File: src/rtl/adc_window_accumulator.sv
// ADC window accumulator: integrates samples over each adc_en window and queues
// one {rot, ch, cnt, sum, err} record per window into a 4-deep FWFT FIFO.
module adc_window_accumulator #(
  parameter int unsigned DATA_W = 16,
  parameter int unsigned CNT_W  = 24,
  parameter int unsigned SUM_W  = 40
) (
  input  logic              fpga_clk,
  input  logic              sys_rst_n,
  input  logic              sys_init_ctrl,
  input  logic              adc_en,
  input  logic [3:0]        rf_sw,
  input  logic [9:0]        rot_count,
  input  logic [DATA_W-1:0] adc_data,
  input  logic              adc_valid,
  output logic              rec_valid,
  input  logic              rec_ready,
  output logic [9:0]        rec_rot,
  output logic [1:0]        rec_ch,
  output logic [CNT_W-1:0]  rec_cnt,
  output logic [SUM_W-1:0]  rec_sum,
  output logic              rec_err,
  output logic [7:0]        drop_count
);

  localparam int unsigned RecW = 10 + 2 + CNT_W + SUM_W + 1;

  typedef enum logic [1:0] {StIdle, StAccum, StClose} state_e;

  state_e             state_q, state_d;
  logic               adc_en_d;
  logic [9:0]         rot_q, rot_d;
  logic [3:0]         rf_q, rf_d;
  logic [CNT_W-1:0]   cnt_q, cnt_d;
  logic [SUM_W-1:0]   sum_q, sum_d;
  logic               err_q, err_d;
  logic [SUM_W:0]     sum_ext;
  logic [1:0]         ch;
  logic               ch_bad;
  logic               push;

  logic [RecW-1:0]    mem [4];
  logic [1:0]         wr_ptr_q, rd_ptr_q;
  logic [2:0]         fifo_cnt_q;
  logic               full, pop, wr_en, drop;
  logic [RecW-1:0]    rec_in;

  // Extra top bit catches sum overflow so it can saturate instead of wrapping
  assign sum_ext = {1'b0, sum_q} + {{(SUM_W + 1 - DATA_W){1'b0}}, adc_data};

  // Channel decode of the latched switch; anything not one-hot is an error
  always_comb begin
    ch     = 2'd0;
    ch_bad = 1'b0;
    case (rf_q)
      4'b0001: ch = 2'd0;
      4'b0010: ch = 2'd1;
      4'b0100: ch = 2'd2;
      4'b1000: ch = 2'd3;
      default: ch_bad = 1'b1;
    endcase
  end

  // Window FSM next-state and accumulator update
  always_comb begin
    state_d = state_q;
    rot_d   = rot_q;
    rf_d    = rf_q;
    cnt_d   = cnt_q;
    sum_d   = sum_q;
    err_d   = err_q;
    push    = 1'b0;
    unique case (state_q)
      StIdle: begin
        if (adc_en && !adc_en_d) begin
          rot_d   = rot_count;
          rf_d    = rf_sw;
          cnt_d   = '0;
          sum_d   = '0;
          err_d   = 1'b0;
          state_d = StAccum;
        end
      end
      StAccum: begin
        if (rf_sw != rf_q) err_d = 1'b1;
        if (!adc_en) begin
          state_d = StClose;
        end else if (adc_valid) begin
          if (&cnt_q) err_d = 1'b1;
          else        cnt_d = cnt_q + CNT_W'(1);
          if (sum_ext[SUM_W]) begin
            sum_d = '1;
            err_d = 1'b1;
          end else begin
            sum_d = sum_ext[SUM_W-1:0];
          end
        end
      end
      StClose: begin
        push    = !sys_init_ctrl;
        state_d = StIdle;
      end
      default: state_d = StIdle;
    endcase
  end

  // FSM and window registers; init abandons the window and re-primes edge detect
  always_ff @(posedge fpga_clk or negedge sys_rst_n) begin
    if (!sys_rst_n) begin
      state_q  <= StIdle;
      adc_en_d <= 1'b0;
      rot_q    <= '0;
      rf_q     <= '0;
      cnt_q    <= '0;
      sum_q    <= '0;
      err_q    <= 1'b0;
    end else if (sys_init_ctrl) begin
      state_q  <= StIdle;
      adc_en_d <= adc_en;
      rot_q    <= '0;
      rf_q     <= '0;
      cnt_q    <= '0;
      sum_q    <= '0;
      err_q    <= 1'b0;
    end else begin
      state_q  <= state_d;
      adc_en_d <= adc_en;
      rot_q    <= rot_d;
      rf_q     <= rf_d;
      cnt_q    <= cnt_d;
      sum_q    <= sum_d;
      err_q    <= err_d;
    end
  end

  assign rec_in    = {rot_q, ch, cnt_q, sum_q, err_q | ch_bad};
  assign rec_valid = (fifo_cnt_q != 3'd0);
  assign full      = (fifo_cnt_q == 3'd4);
  assign pop       = rec_valid && rec_ready;
  // A pop in the same cycle frees the slot, so a full FIFO still accepts the push
  assign wr_en     = push && (!full || pop);
  assign drop      = push && full && !pop;

  // FIFO pointers, occupancy and drop counter
  always_ff @(posedge fpga_clk or negedge sys_rst_n) begin
    if (!sys_rst_n) begin
      wr_ptr_q   <= '0;
      rd_ptr_q   <= '0;
      fifo_cnt_q <= '0;
      drop_count <= '0;
    end else if (sys_init_ctrl) begin
      wr_ptr_q   <= '0;
      rd_ptr_q   <= '0;
      fifo_cnt_q <= '0;
      drop_count <= '0;
    end else begin
      if (wr_en) wr_ptr_q <= wr_ptr_q + 2'd1;
      if (pop)   rd_ptr_q <= rd_ptr_q + 2'd1;
      case ({wr_en, pop})
        2'b10:   fifo_cnt_q <= fifo_cnt_q + 3'd1;
        2'b01:   fifo_cnt_q <= fifo_cnt_q - 3'd1;
        default: fifo_cnt_q <= fifo_cnt_q;
      endcase
      if (drop && drop_count != 8'hff) drop_count <= drop_count + 8'd1;
    end
  end

  // FIFO storage; contents are only visible while non-empty so no reset needed
  always_ff @(posedge fpga_clk) begin
    if (wr_en) mem[wr_ptr_q] <= rec_in;
  end

  assign {rec_rot, rec_ch, rec_cnt, rec_sum, rec_err} = rec_valid ? mem[rd_ptr_q] : '0;

endmodule
File: config.mk
export PLATFORM = sky130hd
export DESIGN_NAME = adc_window_accumulator
export DESIGN_NICKNAME = d
export VERILOG_FILES = /design/src/rtl/adc_window_accumulator.sv
export SDC_FILE = /design/constraint.sdc
export NUM_CORES = 1
export LEC_CHECK = 0
export ABC_AREA = 0
export ABC_CLOCK_PERIOD_IN_PS = 4800
export CELL_PAD_IN_SITES_DETAIL_PLACEMENT = 0
export CELL_PAD_IN_SITES_GLOBAL_PLACEMENT = 2
export CORE_MARGIN = 3
export CORE_UTILIZATION = 44
export CTS_BUF_LIST = sky130_fd_sc_hd__clkbuf_2
export DETAILED_ROUTE_END_ITERATION = 10
export GPL_ROUTABILITY_DRIVEN = 0
export GPL_TIMING_DRIVEN = 0
export PLACE_DENSITY_LB_ADDON = 0.2
export SYNTH_ARGS = -nofsm -noshare
export SYNTH_HDL_FRONTEND = slang
export SYNTH_SLANG_ARGS = --single-unit
File: constraint.sdc
create_clock -name fpga_clk -period 4.8 [get_ports fpga_clk]
set_input_delay 0.72 -clock fpga_clk [delete_from_list [all_inputs] [get_ports fpga_clk]]
set_output_delay 0.72 -clock fpga_clk [all_outputs]
set_load 0.02 [all_outputs]
# == Word-level counts from Yosys, hierarchy flattened ==
# Memory sizes are Yosys's and may differ from the RTL's.
# Index checks and enable logic that the tools add are counted.
# totals
regBits,97
ram_bits,308
inputBits,36
out_inout_bits,86
wordCells,107
n_memories,1
# classes
add_sub_neg,7
eq_ne,16
muxes,44
bitwise_logic,1
n_reduce_logical,27
# memory_table
memory,words,width,rd,rd_clocked_by_memory_dff,write_ports,line_no,text
mem,4,77,1,0,1,42,logic [RecW-1:0] mem [4];
# op_table
cell,count
two-way mux 40 bit,5
two-way mux 24 bit,5
one-hot mux 40 bit (2 select lines),1
two-way mux 77 bit,1
one-hot mux 24 bit (2 select lines),1
adder 40 x 16 -> 41 bit,1
two-way mux 10 bit,3
adder 24 x 1 -> 24 bit (second input constant),1
AND reduction 24 bit,1
two-way mux 8 bit,2
inequality test 3 bit (second input constant),5
two-way mux 2 bit,7
two-way mux 4 bit,3
two-way mux 1 bit,11
nonzero test 2 bit,5
nonzero test 3 bit,3
adder 8 x 1 -> 8 bit (second input constant),1
inequality test 8 bit (second input constant),1
logical AND 1 bit,6
one-hot mux 2 bit (3 select lines),1
one-hot mux 3 bit (2 select lines),1
AND reduction 2 bit,3
AND reduction 5 bit,1
adder 2 x 1 -> 2 bit (second input constant),2
19 further kinds,24

# == Depth between registers and ports, before layout ==
# Gate-level depths: netlist of the first run.
# logic_depth
ltp_word,8
ltp_mapped,10

# == Worst setup path before layout of the first run ==
# No wires, ideal clock.
# synth_path
path_type,input to register
from,input port sys_init_ctrl
to,"memory mem[0][0] (netlist name), enable pin"
setup_time_ns,0.444
arrival_ns,3.395
slack_ns,0.962
path_stages,4
n_path_buf,1
cell_sequence,buf_2 -> nor3b_1 -> nor2b_1 -> and2_1
# synth_between
elab_chain_len,5
# synth_rtl
element,line_no,text
from (decl),10,"input logic sys_init_ctrl,"
logical NOT 1 bit,100,push = !sys_init_ctrl;
two-way mux 1 bit,73,unique case (state_q)
logical AND 1 bit,141,assign wr_en = push && (!full || pop);
two-way mux 1 bit,170,if (wr_en) mem[wr_ptr_q] <= rec_in;
two-way mux 1 bit (implied by the code),170,
to (decl),42,
# No other way between the ends.

# == Worst setup path after layout of the first run ==
# layout_path
from,register rd_ptr_q[0]
to,output port rec_rot[3]
# layout_between
elab_chain_len,2
# layout_rtl
element,line_no,text
from (decl),43,"logic [1:0] wr_ptr_q, rd_ptr_q;"
from (signal assigned),158,if (pop) rd_ptr_q <= rd_ptr_q + 2'd1;
memory read (4 x 77 bit),-,
two-way mux 77 bit,173,"assign {rec_rot, rec_ch, rec_cnt, rec_sum, rec_err} = rec_valid ? mem[rd_ptr_q] : '0;"
to (decl),18,"output logic [9:0] rec_rot,"
# No other way between the ends.

==> results of run 1 <==
## per-layer routing
layer  vias up  GRT usage (%)
met1      5353           26.4
met5         -              0
li1       4953              -
met3        60           3.89
met2       224           32.7
met4         0           6.13
## placed cells by master, fill, tap and decap left out, types with 42 or more instances in the layout
| cell | instances |
|---|---|
| edfxtp_1 | 308 |
| clkbuf_2 | 159 |
| clkdlybuf4s50_1 | 119 |
| nand2_1 | 114 |
| dfrtp_1 | 97 |
| and2_1 | 80 |
| mux4_2 | 77 |
| nor2_1 | 59 |
| a21oi_1 | 42 |
## cells in the mapped netlist, types with 22 or more instances
library cell  instances  share of area, %
edfxtp_1            308                53
nand2_1             114               2.5
dfrtp_1              97                14
and2_1               84               3.0
mux4_2               77                10
nor2_1               59               1.3
clkbuf_1             45              0.97
a21oi_1              42               1.2
o21ai_0              41               1.2
nand3_1              33              0.95
xor2_1               24               1.2
xnor2_1              23               1.2
ha_1                 22               1.6
## metrics by stage
| stage | instances | setup TNS [ns] | area (um2) |
|---|---|---|---|
| global placement | 1795 | -438.70 | 19200 |
| floorplan | 1157 | 0 | 17400 |
| detailed placement | 1800 | 0 | 19400 |
| global route | 1992 | 0 | 20400 |
| finish | 1992 | 0 | 20400 |
| CTS | 1991 | 0 | 20400 |
## report_power, final
group          leakage, nW  internal (mW)  switching, mW  total [mW]
registers             4.58           3.76         0.0408        3.81
clock network        0.731          0.923           1.37        2.30
logic                 2.47          0.838          0.972        1.81
total                 7.77           5.53           2.39        7.91
## what timing repair did
item                       4_1_cts  5_1_grt
hold endpoints to repair        49        0
gates resized for setup          3        2
hold buffers                     1        0
setup endpoints to repair       54       12
setup buffers                    0        0
## registers in the layout, indices dropped and copies added, names as in the netlist
register and flops:
rot_q 10, rf_q 4, state_q 2, adc_en_d 1, rd_ptr_q 2, fifo_cnt_q 3
cnt_q 24, drop_count 8, wr_ptr_q 2, err_q 1, mem 308, sum_q 40
## area by class of cell
cell class	instances	area [um2]
clock buffer	155	776
sequential	405	11700
multi-input combinational	682	5450
buffer	59	249
tap	518	648
timing repair buffer	126	1350
inverter	9	33.8
clock inverter	37	185
fill	3296	18500
antenna	1	2.50
## worst paths after layout
kind | from | endpoint | slack [ns] | cells after the start
worst max-delay path | rd_ptr_q[0]$_DFFE_PN0P_ | rec_rot[3] | 0.30 | 5
worst min-delay path | sys_init_ctrl | fifo_cnt_q[1]$_DFFE_PN0P_ | 0.23 | 3
worst max register to register | sum_q[0]$_DFFE_PN0P_ | sum_q[24]$_DFFE_PN0P_ | 1.23 | 10
worst min register to register | rot_q[7]$_DFFE_PN0P_ | mem[1][74]$_DFFE_PP_ | 0.50 | 0
max in group asynchronous | sys_rst_n | sum_q[38]$_DFFE_PN0P_ | 3.81 | 3
min in group asynchronous | sys_rst_n | rot_q[5]$_DFFE_PN0P_ | 0.28 | 2
## cells by family after synthesis
kind of cell	count (synthesis)	share of synthesized area, %
DFF	405	67.1
adders and majority gates	24	1.81
buffers and inverters	70	1.60
and+or+nand+nor	379	11.2
AOI/OAI and AO/OA	152	5.76
xor gates and xnor gates	47	2.37
muxes	80	10.1
## worst max-delay path: stages, from the launching register on
cell	delay, ns
dfrtp_1	0.65
buf_2	0.47
buf_2	0.43
mux4_2	0.55
and2_1	0.18
clkdlybuf4s50_1	0.54
==> results.toml, run 1 <==
[worst_setup_path]
critPathMaxFanout = 10
crit_arrival_ns = 3.78
critPathCaptureType = "primary output"
worstPathRequired_ns = 4.08
cp-start-kind = "register"
crit_type = "register to primary output"

[logic_synthesis]
synth-seq-cells = 405
avgSynthCellArea_um2 = 15.0
syn_inst = 1157
syn_area_um2 = 17400
ys_types = 66
synthFlopType = "edfxtp_1"
yosysWarnings = 0
async_reset_ff_share_pct = 24.0
syn-num-nets = 1217
yosysSeqAreaShare_pct = 67.1
synth_edf_count = 308

[outcome]
status = "complete, no violations"

[finish]
nets = 1445
drive_gt1_share_pct = 19.5
fin_util_pct = 52.5
area_growth_pct = 17.1

[die]
rows = 72
core_area_um2 = 38800
fp.dieW_um = 205
dieArea_um2 = 42000
start_util_pct = 44.8
io_pins = 122
die_h_um = 205

[sta]
min_period_ns = 4.50
hold_viol_final = 0
tightest_slew_ns = 0.949
fmax_ghz = 0.222
slew_violations = 0
holdWs_ns = 0.225
skew_ns = 0.0767
rsz0062_at_grt = "false"
fin_ws_ns = 0.303
slew_headroom_pct = 36.8
fin_crit_sh_pct = 93.7
finalSetupViolCount = 0

[route]
wl_met2_mm = 20.0
via_per_inst = 5.32
drtPass1Iterations = 5
wl_met3_mm = 1.57
drc_errors = 0
drt_iter0_markers = 612
met1_length_mm = 17.8
drtAntennaViolNets = 0
vias = 10600
wirelength_mm = 40.1
wire_per_inst_um = 20.1
top_layer_used = "met4"

[clock_network]
cts_tree = "built"
root_buffer = "clkbuf_2"
clock-sinks = 405
cts_made_buffers = 102
clkLatencyLatePin_ns = 0.99
clock_path_buffers = 3
htree_levels = 3
clk_pin_slew_ns = 0.09

[power_and_ir_drop]
power_leakage_nw = 7.77
finalPower_mw = 7.91
power_density_nw_per_um2 = 388
ir_drop_uv = 203

[global_routing]
grt_max_degree = 54
grt_usage_pct = 19.7
grt-ovfl-total = 0
grt_first_pass_wirelength_mm = 63.0
grt_pass1_vias = 10800
antenna_found_initial = 1

[worst_hold_path]
worstHoldPathType = "input port to register"

[placed_design]
portBuffers = 120
dpl_worst_slack_ns = 0.631
post-dp-hpwl_mm = 25.7

[run]
drv_cap = 0
Power figures use the tool's default switching activity.
==> run 2: changes to the inputs <==
--- a/config.mk
+++ b/config.mk
@@ -15,6 +15,7 @@
 export DETAILED_ROUTE_END_ITERATION = 10
 export GPL_ROUTABILITY_DRIVEN = 0
 export GPL_TIMING_DRIVEN = 0
+export MAX_ROUTING_LAYER = met4
 export PLACE_DENSITY_LB_ADDON = 0.2
 export SYNTH_ARGS = -nofsm -noshare
 export SYNTH_HDL_FRONTEND = slang
==> results.toml, run 2 (synthesis gave the netlist of run 1 again) <==
[outcome]
status = "complete, no violations"

[sta]
fin_setup_tns_ns = 0
hold_viol_final = 0
min_period_ns = 4.49
slew_headroom_pct = 35.8
tightest_slew_ns = 0.963
finalSetupViolCount = 0
fin_crit_sh_pct = 93.5
fin_ws_ns = 0.314
slew_violations = 0
rsz0062_at_grt = "false"
skew_ns = 0.0782
fmax_ghz = 0.223

[clock_network]
root_buffer = "clkbuf_2"
clock-sinks = 405
htree_levels = 3
cts_made_buffers = 102
clkLatencyLatePin_ns = 1.00
clock_path_buffers = 3
cts_tree = "built"
clk_pin_slew_ns = 0.09
post_cts_buffers = 0

[placed_design]
portBuffers = 120
post-dp-hpwl_mm = 25.7
dp_cells = 1800
dpl_worst_slack_ns = 0.631

[worst_hold_path]
worstHoldPathType = "input port to register"
holdPathEnd = "fifo_cnt_q[1]$_DFFE_PN0P_"
hold_path_depth = 3
holdCritStartpoint = "sys_init_ctrl"

[worst_setup_path]
slowest_delay_ns = 0.64
crit_arrival_ns = 3.77
worstPathRequired_ns = 4.08
crit_chain = "buf_2 > buf_2 > mux4_2 > and2_1 > clkdlybuf4s50_1"
cp-start-kind = "register"
critPathCaptureType = "primary output"
r2r_end = "sum_q[24]$_DFFE_PN0P_"
r2r_cells = 10
crit_path_frequent_cell = "buf_2"
cp_slowest_cell = "dfrtp_1"
crit_type = "register to primary output"
crit_family = "buffers and inverters"
r2r_slack_ns = 1.24
worst-path-buf-inv = 3
r2r_start = "sum_q[0]$_DFFE_PN0P_"
critPathMaxFanout = 10

[global_routing]
grt_usage_pct = 20.3
grt_max_degree = 54
grt_first_pass_wirelength_mm = 63.1
grt-ovfl-total = 0
antenna_found_initial = 1
grt_pass1_vias = 10800

[route]
wire_per_inst_um = 20.2
vias = 10600
wirelength_mm = 40.1
drtPass1Iterations = 5
drc_errors = 0
via_per_inst = 5.33
drtAntennaViolNets = 0
drt_iter0_markers = 575

[finish]
final_common_cell = "edfxtp_1"
area_growth_pct = 17.1
nets = 1445
top_register = "mem"
fin_cells = 1992
reg_top3 = "mem (308), sum_q (40), cnt_q (24)"
largest_reg_flops = 308
drive_gt1_share_pct = 19.5
final_cell_mix = "edfxtp_1, clkbuf_2, clkdlybuf4s50_1"

[die]
fp.dieW_um = 205
die_h_um = 205
rows = 72
dieArea_um2 = 42000
core_area_um2 = 38800
io_pins = 122
start_util_pct = 44.8

[power_and_ir_drop]
ir_drop_uv = 203
power_leakage_nw = 7.77
power_density_nw_per_um2 = 389

[run]
drv_cap = 0
[run 2: cell counts in the layout (fill, tap and decap cells not counted)]
Identical to the previous run, type by type.
[run 2: per-stage QoR]
step                cell area [um2]  power [mW]  hold slack (ns)  util, %
floorplan                     17400        4.95            0.424        -
global placement              19200        5.74            0.476     49.6
detailed placement            19400        5.75            0.497     50.0
CTS                           20400        8.08           0.0637     52.5
global route                  20400        8.37            0.134     52.5
finish                        20400        7.92            0.219     52.5
[run 2: power breakdown]
group	switching, mW	total (mW)	leakage [nW]	internal [mW]
Sequential	0.0402	3.81	4.58	3.76
Clock	1.38	2.30	0.731	0.923
Combinational	0.968	1.81	2.47	0.838
Total	2.39	7.92	7.77	5.53
[run 2: worst max-delay path by stage]
stage | startpoint | endpoint | slack (ns) | cells past startpoint
CTS | rd_ptr_q[1]$_DFFE_PN0P_ | rec_cnt[8] | 0.008 | 6
floorplan | sys_init_ctrl | mem[0][0]$_DFFE_PP_ | 0.96 | 4
detailed placement | adc_data[0] | sum_q[24]$_DFFE_PN0P_ | 0.63 | 11
global placement | sys_rst_n | sum_q[1]$_DFFE_PN0P_ | -1.47 | 1
global route | rd_ptr_q[0]$_DFFE_PN0P_ | rec_rot[3] | 0.005 | 5
finish | rd_ptr_q[0]$_DFFE_PN0P_ | rec_rot[3] | 0.31 | 5
[run 2: tightest hold or removal path: stages]
cell,delay [ns]
buf_2,0.19
nand2b_1,0.13
o21ai_0,0.08
[run 2: layout make-up]
type                    count  area (um2)
plain buffers              59         249
multi-input cells         682        5450
flip-flops and latches    405       11700
repair buffers            126        1350
clock inverters            37         185
clock buffers             155         776
inverters                   9        33.8
fillers                  3296       18500
diodes                      1        2.50
well taps                 518         648
[run 2: what timing repair did]
action,4_1_cts,5_1_grt
endpoints found under the setup margin,54,12
endpoints found under the hold margin,49,0
hold buffers,1,0
resized for setup,3,2
[run 2: per-layer routing]
metal  global-route usage, %  part of all wire (%)  routed length (um)
met1                    26.5                    44               17600
met2                    32.7                    50               20000
met3                    3.88                   4.5                1790
met4                    6.13                   2.0                 784
met5                       -                     0                   0
